==> src/rtl/sprite_arb_pkg.sv <==
// Shared constants and helpers for the sprite ROM arbiter.
// Requester indices name the renderers that share the ROM.
package sprite_arb_pkg;

  localparam int REQ_DINO = 0;
  localparam int REQ_OBS1 = 1;
  localparam int REQ_OBS2 = 2;
  localparam int REQ_BG   = 3;

  localparam int NUM_REQ_DEF = 4;
  localparam int ADDR_W_DEF  = 8;
  localparam int TYPE_W_DEF  = 3;
  localparam int ROM_LAT_DEF = 1;
  localparam int MAX_REQ     = 8;

  // Index of the set bit; the input is assumed one-hot (or zero, giving 0).
  function automatic logic [2:0] onehot2idx(input logic [MAX_REQ-1:0] oh);
    logic [2:0] idx;
    idx = '0;
    for (int i = 0; i < MAX_REQ; i++) begin
      if (oh[i]) idx = idx | 3'(i);
    end
    return idx;
  endfunction

endpackage

==> src/rtl/sprite_rom_arbiter_rr_pick.sv <==
// Combinational round-robin picker: lowest requesting index at or above ptr wins,
// wrapping around; done by rotating the request vector and priority-encoding it.
module rr_pick #(
  parameter int N     = 4,
  parameter int PTR_W = 2
) (
  input  logic [N-1:0]     req,
  input  logic [PTR_W-1:0] ptr,
  output logic [N-1:0]     gnt_oh,
  output logic             any
);

  logic [2*N-1:0] req_dbl;
  logic [2*N-1:0] gnt_dbl;
  logic [N-1:0]   req_rot;
  logic [N-1:0]   gnt_rot;

  always_comb begin
    req_dbl = {req, req} >> ptr;
    req_rot = req_dbl[N-1:0];
    gnt_rot = '0;
    // Descending scan so the lowest rotated index is the last one written.
    for (int i = N - 1; i >= 0; i--) begin
      if (req_rot[i]) gnt_rot = N'(1) << i;
    end
    gnt_dbl = {gnt_rot, gnt_rot} << ptr;
    gnt_oh  = gnt_dbl[2*N-1:N];
    any     = |req;
  end

endmodule

==> src/rtl/sprite_rom_arbiter.sv <==
// Round-robin arbiter sharing one sprite ROM read port among the renderers.
// Optional SPRITE_ARB_PLAYER_PRIO_EN: requester 0 (dino) gets absolute priority.
module sprite_rom_arbiter
  import sprite_arb_pkg::*;
#(
  parameter int NUM_REQ = NUM_REQ_DEF,
  parameter int ADDR_W  = ADDR_W_DEF,
  parameter int TYPE_W  = TYPE_W_DEF,
  parameter int ROM_LAT = ROM_LAT_DEF
) (
  input  logic                      clk,
  input  logic                      rst,
  input  logic [NUM_REQ-1:0]        i_req,
  input  logic [NUM_REQ*ADDR_W-1:0] i_addr,
  input  logic [NUM_REQ*TYPE_W-1:0] i_type,
  output logic [NUM_REQ-1:0]        o_gnt,
  output logic                      o_rom_en,
  output logic [ADDR_W-1:0]         o_rom_addr,
  output logic [TYPE_W-1:0]         o_rom_type,
  input  logic                      i_rom_data,
  output logic [NUM_REQ-1:0]        o_valid,
  output logic [NUM_REQ-1:0]        o_sprite_color
);

  localparam int PTR_W = $clog2(NUM_REQ);
`ifdef SPRITE_ARB_PLAYER_PRIO_EN
  localparam int PTR_INIT = 1;
`else
  localparam int PTR_INIT = 0;
`endif

  logic [PTR_W-1:0]   ptr;
  logic [PTR_W-1:0]   ptr_nxt;
  logic [NUM_REQ-1:0] eligible;
  logic [NUM_REQ-1:0] rr_req;
  logic [NUM_REQ-1:0] rr_oh;
  logic               rr_any;
  logic [NUM_REQ-1:0] win_oh;
  logic               win_any;
  logic               advance;
  logic [2:0]         win_idx;
  logic [3:0]         nxt_wide;

  // A requester granted this cycle is still holding i_req; mask it out.
  assign eligible = i_req & ~o_gnt;

`ifdef SPRITE_ARB_PLAYER_PRIO_EN
  assign rr_req  = eligible & ~NUM_REQ'(1);
  assign win_oh  = eligible[0] ? NUM_REQ'(1) : rr_oh;
  assign win_any = eligible[0] | rr_any;
  assign advance = rr_any & ~eligible[0];
`else
  assign rr_req  = eligible;
  assign win_oh  = rr_oh;
  assign win_any = rr_any;
  assign advance = rr_any;
`endif

  rr_pick #(
    .N     (NUM_REQ),
    .PTR_W (PTR_W)
  ) u_rr_pick (
    .req    (rr_req),
    .ptr    (ptr),
    .gnt_oh (rr_oh),
    .any    (rr_any)
  );

  always_comb begin
    win_idx  = onehot2idx(MAX_REQ'(win_oh));
    nxt_wide = 4'(win_idx) + 4'd1;
    if (int'(nxt_wide) >= NUM_REQ) ptr_nxt = PTR_W'(PTR_INIT);
    else                           ptr_nxt = PTR_W'(nxt_wide);
  end

  always_ff @(posedge clk) begin
    if (rst) begin
      ptr        <= PTR_W'(PTR_INIT);
      o_gnt      <= '0;
      o_rom_en   <= 1'b0;
      o_rom_addr <= '0;
      o_rom_type <= '0;
    end else begin
      o_gnt    <= win_oh;
      o_rom_en <= win_any;
      if (win_any) begin
        o_rom_addr <= i_addr[int'(win_idx)*ADDR_W +: ADDR_W];
        o_rom_type <= i_type[int'(win_idx)*TYPE_W +: TYPE_W];
      end
      if (advance) ptr <= ptr_nxt;
    end
  end

  // Response tracking: the grant's one-hot id rides alongside the ROM latency.
  logic [ROM_LAT-1:0]              pipe_vld;
  logic [ROM_LAT-1:0][NUM_REQ-1:0] pipe_id;

  always_ff @(posedge clk) begin
    if (rst) begin
      pipe_vld <= '0;
      pipe_id  <= '0;
    end else begin
      pipe_vld[0] <= o_rom_en;
      pipe_id[0]  <= o_gnt;
      for (int k = 1; k < ROM_LAT; k++) begin
        pipe_vld[k] <= pipe_vld[k-1];
        pipe_id[k]  <= pipe_id[k-1];
      end
    end
  end

  // Gated by rst so a response landing in a reset cycle is never announced.
  assign o_valid = (pipe_vld[ROM_LAT-1] && !rst) ? pipe_id[ROM_LAT-1] : '0;

  always_ff @(posedge clk) begin
    if (rst) begin
      o_sprite_color <= '0;
    end else begin
      for (int k = 0; k < NUM_REQ; k++) begin
        if (o_valid[k]) o_sprite_color[k] <= i_rom_data;
      end
    end
  end

endmodule

==> config.mk <==
export PLATFORM = sky130hd
export DESIGN_NAME = sprite_rom_arbiter
export DESIGN_NICKNAME = d
export VERILOG_FILES = /design/src/rtl/sprite_arb_pkg.sv /design/src/rtl/sprite_rom_arbiter_rr_pick.sv /design/src/rtl/sprite_rom_arbiter.sv
export SDC_FILE = /design/constraint.sdc
export NUM_CORES = 1
export LEC_CHECK = 0
export CORE_MARGIN = 2
export CORE_UTILIZATION = 42
export DETAILED_ROUTE_END_ITERATION = 10
export HOLD_SLACK_MARGIN = 0.03
export PLACE_DENSITY = 0.85
export SLEW_MARGIN = 20
export SYNTH_ARGS = -nofsm -noshare
export SYNTH_HDL_FRONTEND = slang
export SYNTH_SLANG_ARGS = --single-unit
==> constraint.sdc <==
create_clock -name clk -period 3.22 [get_ports clk]
set_input_delay 0.644 -clock clk [delete_from_list [all_inputs] [get_ports clk]]
set_output_delay 0.644 -clock clk [all_outputs]
set_load 0.02 [all_outputs]
# ---- Word-level counts from Yosys, hierarchy flattened
# Cells that the tools add are included.
dict set report word_totals {
  register_bits 27
  inputBits 51
  output_inout_bits 24
  word_cells 32
}
dict set report classes {
  addsub 1
  multipliers 1
  n_lt_le_gt_ge 1
  shift 4
  muxes 9
  bitwise_logic 2
  reduce_logical 3
}
# op n
set ops {}
lappend ops {{$shiftx A32 B6 Y8} 1}
lappend ops {{$mux W4} 5}
lappend ops {{$shiftx A12 B5 Y3} 1}
lappend ops {{$shl A8 B2 Y8} 1}
lappend ops {{$shr A8 B2 Y4} 1}
lappend ops {{$mux W2} 3}
lappend ops {{$and A4 B4 Y4} 1}
lappend ops {{$mul A2 B2 Y4 const B} 1}
lappend ops {{$not A4 Y4} 1}
lappend ops {{$reduce_or A4 Y1} 1}
lappend ops {{$add A2 B1 Y3 const B} 1}
lappend ops {{$ge A3 B3 Y1 const B} 1}
lappend ops {{$logic_and A1 B1 Y1} 1}
lappend ops {{$logic_not A1 Y1} 1}
lappend ops {{$mux W1} 1}

# ---- Longest topological paths before layout
# Gate-level depths: netlist of the first run.
dict set report depth {
  depth_word 14
  mapped_depth 8
  mapped_depth_nobuf 5
}

# ---- Cells and area by module
# A second synthesis of the first run with hierarchy kept.
dict set report hier_totals {
  hier_cells 158
  area_unflattened_um2 1460.2
}
# module instances cells_per_inst area_each_um2 seq_area_each_um2
set modules_own_cells {}
lappend modules_own_cells {sprite_rom_arbiter 1 139 1342.5 540.5}
lappend modules_own_cells {rr_pick 1 19 117.6 0.0}

# ---- Worst setup path before layout of the first run
# No wires, ideal clock.
dict set report synth_timing {
  path_type {input port to flip-flop}
  from {in i_req[1]}
  to {reg o_rom_addr[1]}
  setup_time_ps 121
  t_arrival_ps 1917
  required_ps 3099
  path_slack_ps 1182
  path_stages 8
  n_path_buf 3
  path_cell_list {nor2b_1 or3_1 buf_2 and3_4 buf_6 buf_12 a211oi_2 o21ai_1}
}
dict set report synth_between {
  elab_chain_len 11
  word_cells_on_any_way 12
  cone_classes {shift: 3; mux: 7; bitwise: 1; reduce/logical: 1}
}
# item line_no
set synth_rtl {}
lappend synth_rtl {{start: declaration} sprite_rom_arbiter.sv:13} ;# input logic [NUM_REQ-1:0] i_req,
lappend synth_rtl {{$and A4 B4 Y4 *} sprite_rom_arbiter.sv:45} ;# assign eligible = i_req & ~o_gnt;
lappend synth_rtl {{$shr A8 B2 Y4} sprite_rom_arbiter_rr_pick.sv:19} ;# req_dbl = {req, req} >> ptr;
lappend synth_rtl {{$mux W4 (4 in a row)} sprite_rom_arbiter_rr_pick.sv:24} ;# if (req_rot[i]) gnt_rot = N'(1) << i;
lappend synth_rtl {{$shl A8 B2 Y8} sprite_rom_arbiter_rr_pick.sv:26} ;# gnt_dbl = {gnt_rot, gnt_rot} << ptr;
lappend synth_rtl {{$mux W1} sprite_arb_pkg.sv:21} ;# if (oh[i]) idx = idx | 3'(i);
lappend synth_rtl {{$mux W2 (2 in a row)} sprite_arb_pkg.sv:21}
lappend synth_rtl {{$shiftx A32 B6 Y8} sprite_rom_arbiter.sv:87} ;# o_rom_addr <= i_addr[int'(win_idx)*ADDR_W +: ADDR_W];
lappend synth_rtl {{end signal: assignment} sprite_rom_arbiter.sv:87}
lappend synth_rtl {{end: declaration} sprite_rom_arbiter.sv:18} ;# output logic [ADDR_W-1:0] o_rom_addr,
# Mark *: on every way between the ends. The rest lies on a longest branch, timed or not.
# A chain may end at the register's enable or synchronous reset.

# ---- Worst setup path in the final report of the first run
dict set report layout_timing {
  from {in rst}
  to {out o_valid[0]}
}
dict set report layout_between {
  elab_chain_len 3
}
# item line_no
set layout_rtl {}
lappend layout_rtl {{start: declaration} sprite_rom_arbiter.sv:12} ;# input logic rst,
lappend layout_rtl {{$logic_not A1 Y1} sprite_rom_arbiter.sv:113} ;# assign o_valid = (pipe_vld[ROM_LAT-1] && !rst) ? pipe_id[ROM_LAT-1] : '0;
lappend layout_rtl {{$logic_and A1 B1 Y1} sprite_rom_arbiter.sv:113}
lappend layout_rtl {{$mux W4} sprite_rom_arbiter.sv:113}
lappend layout_rtl {{end: declaration} sprite_rom_arbiter.sv:21} ;# output logic [NUM_REQ-1:0] o_valid,
# No other way between the ends.

==> results of run 1 <==
-- kinds of logic (layout without fill, tap and decap cells) --
kind of cell / count (synthesis) / in the layout / synth area share
and+or+nand+nor: 57 / 57 / 0.226
AOI/OAI and AO/OA: 54 / 54 / 0.288
DFF: 27 / 27 / 0.385
buffers and inverters: 14 / 87 / 0.0580
muxes: 6 / 6 / 0.0428
-- critical path, cell delays in order --
cell and delay [ns]:
clkdlybuf4s50_1 0.42, nor2b_1 0.20, and2_1 0.21, clkdlybuf4s50_1 0.62
-- stage by stage --
stage	instance area, sq um	std cells
global route	2190	275
global placement	2170	271
detailed placement	2170	271
CTS	2190	275
finish	2190	275
floorplan	1400	158
-- cell type report --
| type | instances | area [sq um] | area share |
|---|---|---|---|
| sequential | 27 | 541 | 0.247 |
| inverter | 5 | 18.8 | 0.00856 |
| clock buffer | 4 | 26.3 | 0.0120 |
| multi-input combinational | 117 | 781 | 0.356 |
| tap | 44 | 55.1 | 0.0251 |
| timing repair buffer | 78 | 771 | 0.352 |
-- state kept, by name, summed over array words and instances, names as in the netlist --
register and cells:
o_gnt 4, ptr 2, o_rom_addr 8, o_rom_type 3
o_sprite_color 4, o_rom_en 1, pipe_vld 1, pipe_id 4
-- per-layer routing --
layer,vias up,track usage,part of all wire
met4,0,0.0608,0.0092
met5,-,0,0
met3,6,0.0455,0.075
met2,65,0.421,0.53
li1,732,-,-
met1,676,0.237,0.39
-- report_power, final --
group / switching (mW) / total, mW / internal (mW)
Sequential: 0.0345 / 0.410 / 0.375
Clock: 0.0985 / 0.147 / 0.0485
Combinational: 0.186 / 0.385 / 0.199
Total: 0.320 / 0.942 / 0.622
-- worst paths after layout --
check | slack, ns | startpoint | end
worst min register to register | 0.46 | o_rom_addr[7]$_SDFFE_PP0P_ | o_rom_addr[7]$_SDFFE_PP0P_
worst min-delay path | 0.46 | o_rom_addr[7]$_SDFFE_PP0P_ | o_rom_addr[7]$_SDFFE_PP0P_
worst max-delay path | 0.49 | rst | o_valid[0]
worst max register to register | 1.28 | ptr[0]$_SDFFE_PP0P_ | o_rom_addr[2]$_SDFFE_PP0P_
-- cell usage after synthesis (2+ instances only) --
cell      number  area [sq um]
a22oi_1        6          45.0
nand2b_1       8          50.1
inv_1          5          18.8
nor3_1         4          20.0
dfxtp_1       27           541
o21ai_1        6          30.0
a31oi_1        6          37.5
o221ai_1      12           105
a211oi_2       5          62.6
nor2b_1       11          68.8
a21oi_1        4          20.0
nor2_1         7          26.3
a21o_1         2          15.0
o21a_1         2          15.0
nand2_1       16          60.1
clkbuf_1       5          18.8
mux2i_1        6          60.1
o21ai_0        6          30.0
and2_1         4          25.0
==> reports/qor.yml, run 1 <==
min_path:
  worst_hold_class: "register to register"
  min_path_cells: 2
drt:
  routed-via-count: 1479
  avgViaCountPerCell: 5.38
  drtAntennaViolNets: 0
  finalWirelength_um: 4000
  routed_len_inst_um: 14.6
  drt_pre_antenna_iters: 4
  detailedRoute.firstIterationViolations: 63
  remaining_drc_errors: 0
global_route:
  global_route.usage.total: 0.218
  grt_start_max_net_pins: 16
  global_route.overflow_total: 0
  grt_pass1_wl_um: 6240
  via_count_of_the_first_global_routing_pass: 1517
  antenna_found_initial: 0
finish:
  antenna-diode-count: 0
  final_layout_size_suffix_gt1_frac: 0.0693
  final_common_cell: "clkdlybuf4s50_1"
  nets: 283
  syn_to_final_growth_pct: 56.3
  filler_cell_count: 263
  final_standard_cell_utilization_of_the_core: 0.706
  most-common-layout-cells: "74 x clkdlybuf4s50_1, 27 x dfxtp_1, 16 x nand2_1, 12 x o221ai_1, 11 x nor2b_1"
pwr:
  cellPowerDensity_nw_per_um2: 430
  post-layout-total-power_mw: 0.942
  ir_drop_mv: 0.190
  leakagePower_nw: 0.822
cts:
  root_buffer: "clkbuf_4"
  cts_hold_buffers: 0
  ctsResizeCount: 0
  cts_clk_pin_slew_worst_paths_ns: 0.14
  clock_tree.htree_level_count: 1
  cts-buffers-inserted: 3
  cts_max_path_buffers: 2
  post-cts-setup-buffer-count: 0
  insertion_delay_ns: 0.32
  cts_tree: "yes"
  tritoncts_num_sinks: 27
setup_path:
  reg2reg_depth: 5
  worstSetupStartpointType: "input pin"
  worst_ep_arrival_time_ns: 2.09
  required_ns: 2.58
  crit_type: "input pin to primary output"
  timing.critical_path.fanout_max: 4
  endpoint_kind_of_the_worst_setup_timing_path: "primary output"
logic_synthesis:
  yosysWarningCount: 0
  post_synth_num_cell_types: 35
  yosys_most_used_dff: "dfxtp_1"
  seq_area_frac_synth: 0.385
  synth_async_sr_flop_share: 0
  avgSynthCellArea_sq_um: 8.88
  synth_area_sq_um: 1400
  synthCells: 158
  synth-seq-cells: 27
  synth_fp_nets: 209
  synth_enable_flop_cells: 0
timing:
  final_max_slew_viol_count: 0
  hold_viol_final: 0
  timing.final.setup_violations: 0
  slew_headroom: 0.583
  timing.final.crit_period_ns: 2.73
  tightest_slew_ns: 0.625
  finClkSkew_ns: 0.00703
  rsz0062_at_grt: "no"
  achievable-frequency_ghz: 0.366
  layout_setup_ws_ns: 0.488
  final.setup.tns_ns: 0
  final.hold.worst_slack_ns: 0.463
  fin_crit_share: 0.848
floorplanning:
  die_w_um: 61.8
  die_height_um: 61.8
  initial_utilization: 0.452
  io_pins: 75
  die_area_sq_um: 3820
  std_cell_rows: 20
  core-area_sq_um: 3100
placement:
  pre_cts_ws_ns: 0.474
  io_buffer_count: 74
  globalplace.congestion: 0.864
  dp_hpwl_um: 3280
run:
  max_cap_viol_count: 0
run_status:
  outcome: "finished, final reports clean"
Note: power is estimated with default switching activity, not from simulation.
==> run 2, diff against run 1 <==
Settings changed: CORE_UTILIZATION 42 to 39, PLACE_DENSITY 0.85 to 0.8.
Clock period 3.22 ns to 2.8 ns, I/O delays scaled along.
==> reports/qor.yml, run 2 (synthesized netlist as in run 1, its figures left out) <==
run_status:
  outcome: "finished, final reports clean"
drt:
  drt_pre_antenna_iters: 4
  remaining_drc_errors: 0
  drtAntennaViolNets: 0
  routed-via-count: 1450
  routed_len_inst_um: 13.7
  detailedRoute.firstIterationViolations: 51
  finalWirelength_um: 3840
  avgViaCountPerCell: 5.18
timing:
  timing.final.setup_violations: 0
  achievable-frequency_ghz: 0.389
  final_max_slew_viol_count: 0
  finClkSkew_ns: 0.0189
  fin_crit_share: 0.918
  timing.final.crit_period_ns: 2.57
  final.setup.tns_ns: 0
  tightest_slew_ns: 0.623
  rsz0062_at_grt: "no"
  hold_viol_final: 0
  slew_headroom: 0.583
finish:
  nets: 286
  largest_reg_flops: 8
  finalInstanceArea_sq_um: 2220
  max_flop_register: "o_rom_addr"
  most-common-layout-cells: "74 x clkdlybuf4s50_1, 27 x dfxtp_1, 16 x nand2_1, 12 x o221ai_1, 11 x nor2b_1"
  antenna-diode-count: 0
  final_common_cell: "clkdlybuf4s50_1"
  syn_to_final_growth_pct: 58.3
  final_layout_size_suffix_gt1_frac: 0.0855
setup_path:
  worstSetupStartpointType: "input pin"
  rr_startpoint: "ptr[0]$_SDFFE_PP0P_"
  critical_path.most_common_cell: "clkdlybuf4s50_1"
  max_stage_delay_ns: 0.61
  worstSetupStartpoint: "rst"
  reg2reg_depth: 5
  endpoint_kind_of_the_worst_setup_timing_path: "primary output"
  crit_type: "input pin to primary output"
  r2r_end: "o_rom_addr[2]$_SDFFE_PP0P_"
  crit_chain: "clkdlybuf4s50_1 > nor2b_1 > and2_1 > clkdlybuf4s50_1"
  timing.reg2reg.setup_slack_ns: 0.86
  required_ns: 2.24
  worst_ep_arrival_time_ns: 2.01
  cp_slowest_cell: "clkdlybuf4s50_1"
  timing.critical_path.fanout_max: 4
  endpoint: "o_valid[1]"
cts:
  post-cts-setup-buffer-count: 0
  cts-buffers-inserted: 3
  insertion_delay_ns: 0.35
  root_buffer: "clkbuf_4"
  tritoncts_num_sinks: 27
  ctsResizeCount: 0
  cts_max_path_buffers: 2
  cts_hold_buffers: 0
  clock_tree.htree_level_count: 1
  cts_clk_pin_slew_worst_paths_ns: 0.16
  cts_tree: "yes"
floorplanning:
  initial_utilization: 0.414
  die_area_sq_um: 4090
  die_height_um: 64.0
  io_pins: 75
  die_w_um: 64.0
  std_cell_rows: 21
  core-area_sq_um: 3390
global_route:
  grt_pass1_wl_um: 6130
  via_count_of_the_first_global_routing_pass: 1374
  antenna_found_initial: 0
  global_route.overflow_total: 0
  grt_start_max_net_pins: 17
  global_route.usage.total: 0.187
pwr:
  combPwrFrac: 0.409
  p_int_mw: 0.722
  net-switching-power_mw: 0.379
  power.share.sequential: 0.426
  part_of_the_power_in_the_clock_network: 0.165
  ir_drop_mv: 0.238
  cellPowerDensity_nw_per_um2: 496
  power.share.switching: 0.344
  leakagePower_nw: 0.835
placement:
  placed_area_sq_um: 2190
  io_buffer_count: 74
  globalplace.congestion: 0.852
  dp_hpwl_um: 3060
min_path:
  worst_hold_class: "register to register"
run:
  max_cap_viol_count: 0
run 2: changes by cell type in the layout (fill, tap and decap cells not counted):
cell / delta
clkbuf_1: -1
clkinvlp_4: +1
buf_4: +3
run 2: layout make-up:
| type | instances | area [sq um] |
|---|---|---|
| clock buffers | 3 | 22.5 |
| clock inverters | 1 | 7.51 |
| fillers | 284 | 1170 |
| inverters | 5 | 18.8 |
| multi-input cells | 117 | 781 |
| flip-flops and latches | 27 | 541 |
| well taps | 46 | 57.6 |
| repair buffers | 81 | 793 |
run 2: worst max-delay path, delay by kind of cell:
family,cells,cell delay (ns)
AND/OR/NAND/NOR,2,0.40
buffers and inverters,2,1.05
run 2: worst min-delay path by stage:
stage	from	endpoint	slack (ns)	cells after the start
floorplan	o_rom_addr[1]$_SDFFE_PP0P_	o_rom_addr[1]$_SDFFE_PP0P_	0.53	2
global placement	o_rom_addr[3]$_SDFFE_PP0P_	o_rom_addr[3]$_SDFFE_PP0P_	0.44	2
detailed placement	o_rom_addr[3]$_SDFFE_PP0P_	o_rom_addr[3]$_SDFFE_PP0P_	0.44	2
CTS	o_rom_addr[3]$_SDFFE_PP0P_	o_rom_addr[3]$_SDFFE_PP0P_	0.46	2
global route	o_rom_type[1]$_SDFFE_PP0P_	o_rom_type[1]$_SDFFE_PP0P_	0.49	2
finish	o_rom_addr[3]$_SDFFE_PP0P_	o_rom_addr[3]$_SDFFE_PP0P_	0.46	2
run 2: per-stage QoR:
stage | cells | hold slack [ns] | worst slack [ns] | utilization | total power, mW
6_report | 280 | 0.456 | 0.230 | 0.655 | 1.10
5_1_grt | 280 | 0.493 | 0.130 | 0.655 | 1.16
4_1_cts | 280 | 0.460 | 0.231 | 0.655 | 1.11
3_5_place_dp | 276 | 0.441 | 0.234 | 0.646 | 0.929
3_3_place_gp | 276 | 0.436 | 0.294 | 0.646 | 0.926
2_1_floorplan | 158 | 0.527 | 0.846 | - | 0.745
run 2: power groups by stage:
stage	Combinational [mW]	Clock, mW	Sequential, mW
final	0.450	0.181	0.469
after global routing	0.484	0.194	0.478
after CTS	0.453	0.184	0.469
after detailed placement	0.452	0	0.478
after global placement	0.450	0	0.476
after floorplan	0.236	0	0.509
run 2: layer usage:
metal | up-vias | global-route usage | part of all wire
met3 | 5 | 0.0423 | 0.061
li1 | 734 | - | -
met4 | 0 | 0.0408 | 0.010
met1 | 660 | 0.213 | 0.42
met5 | - | 0 | 0
met2 | 51 | 0.352 | 0.51
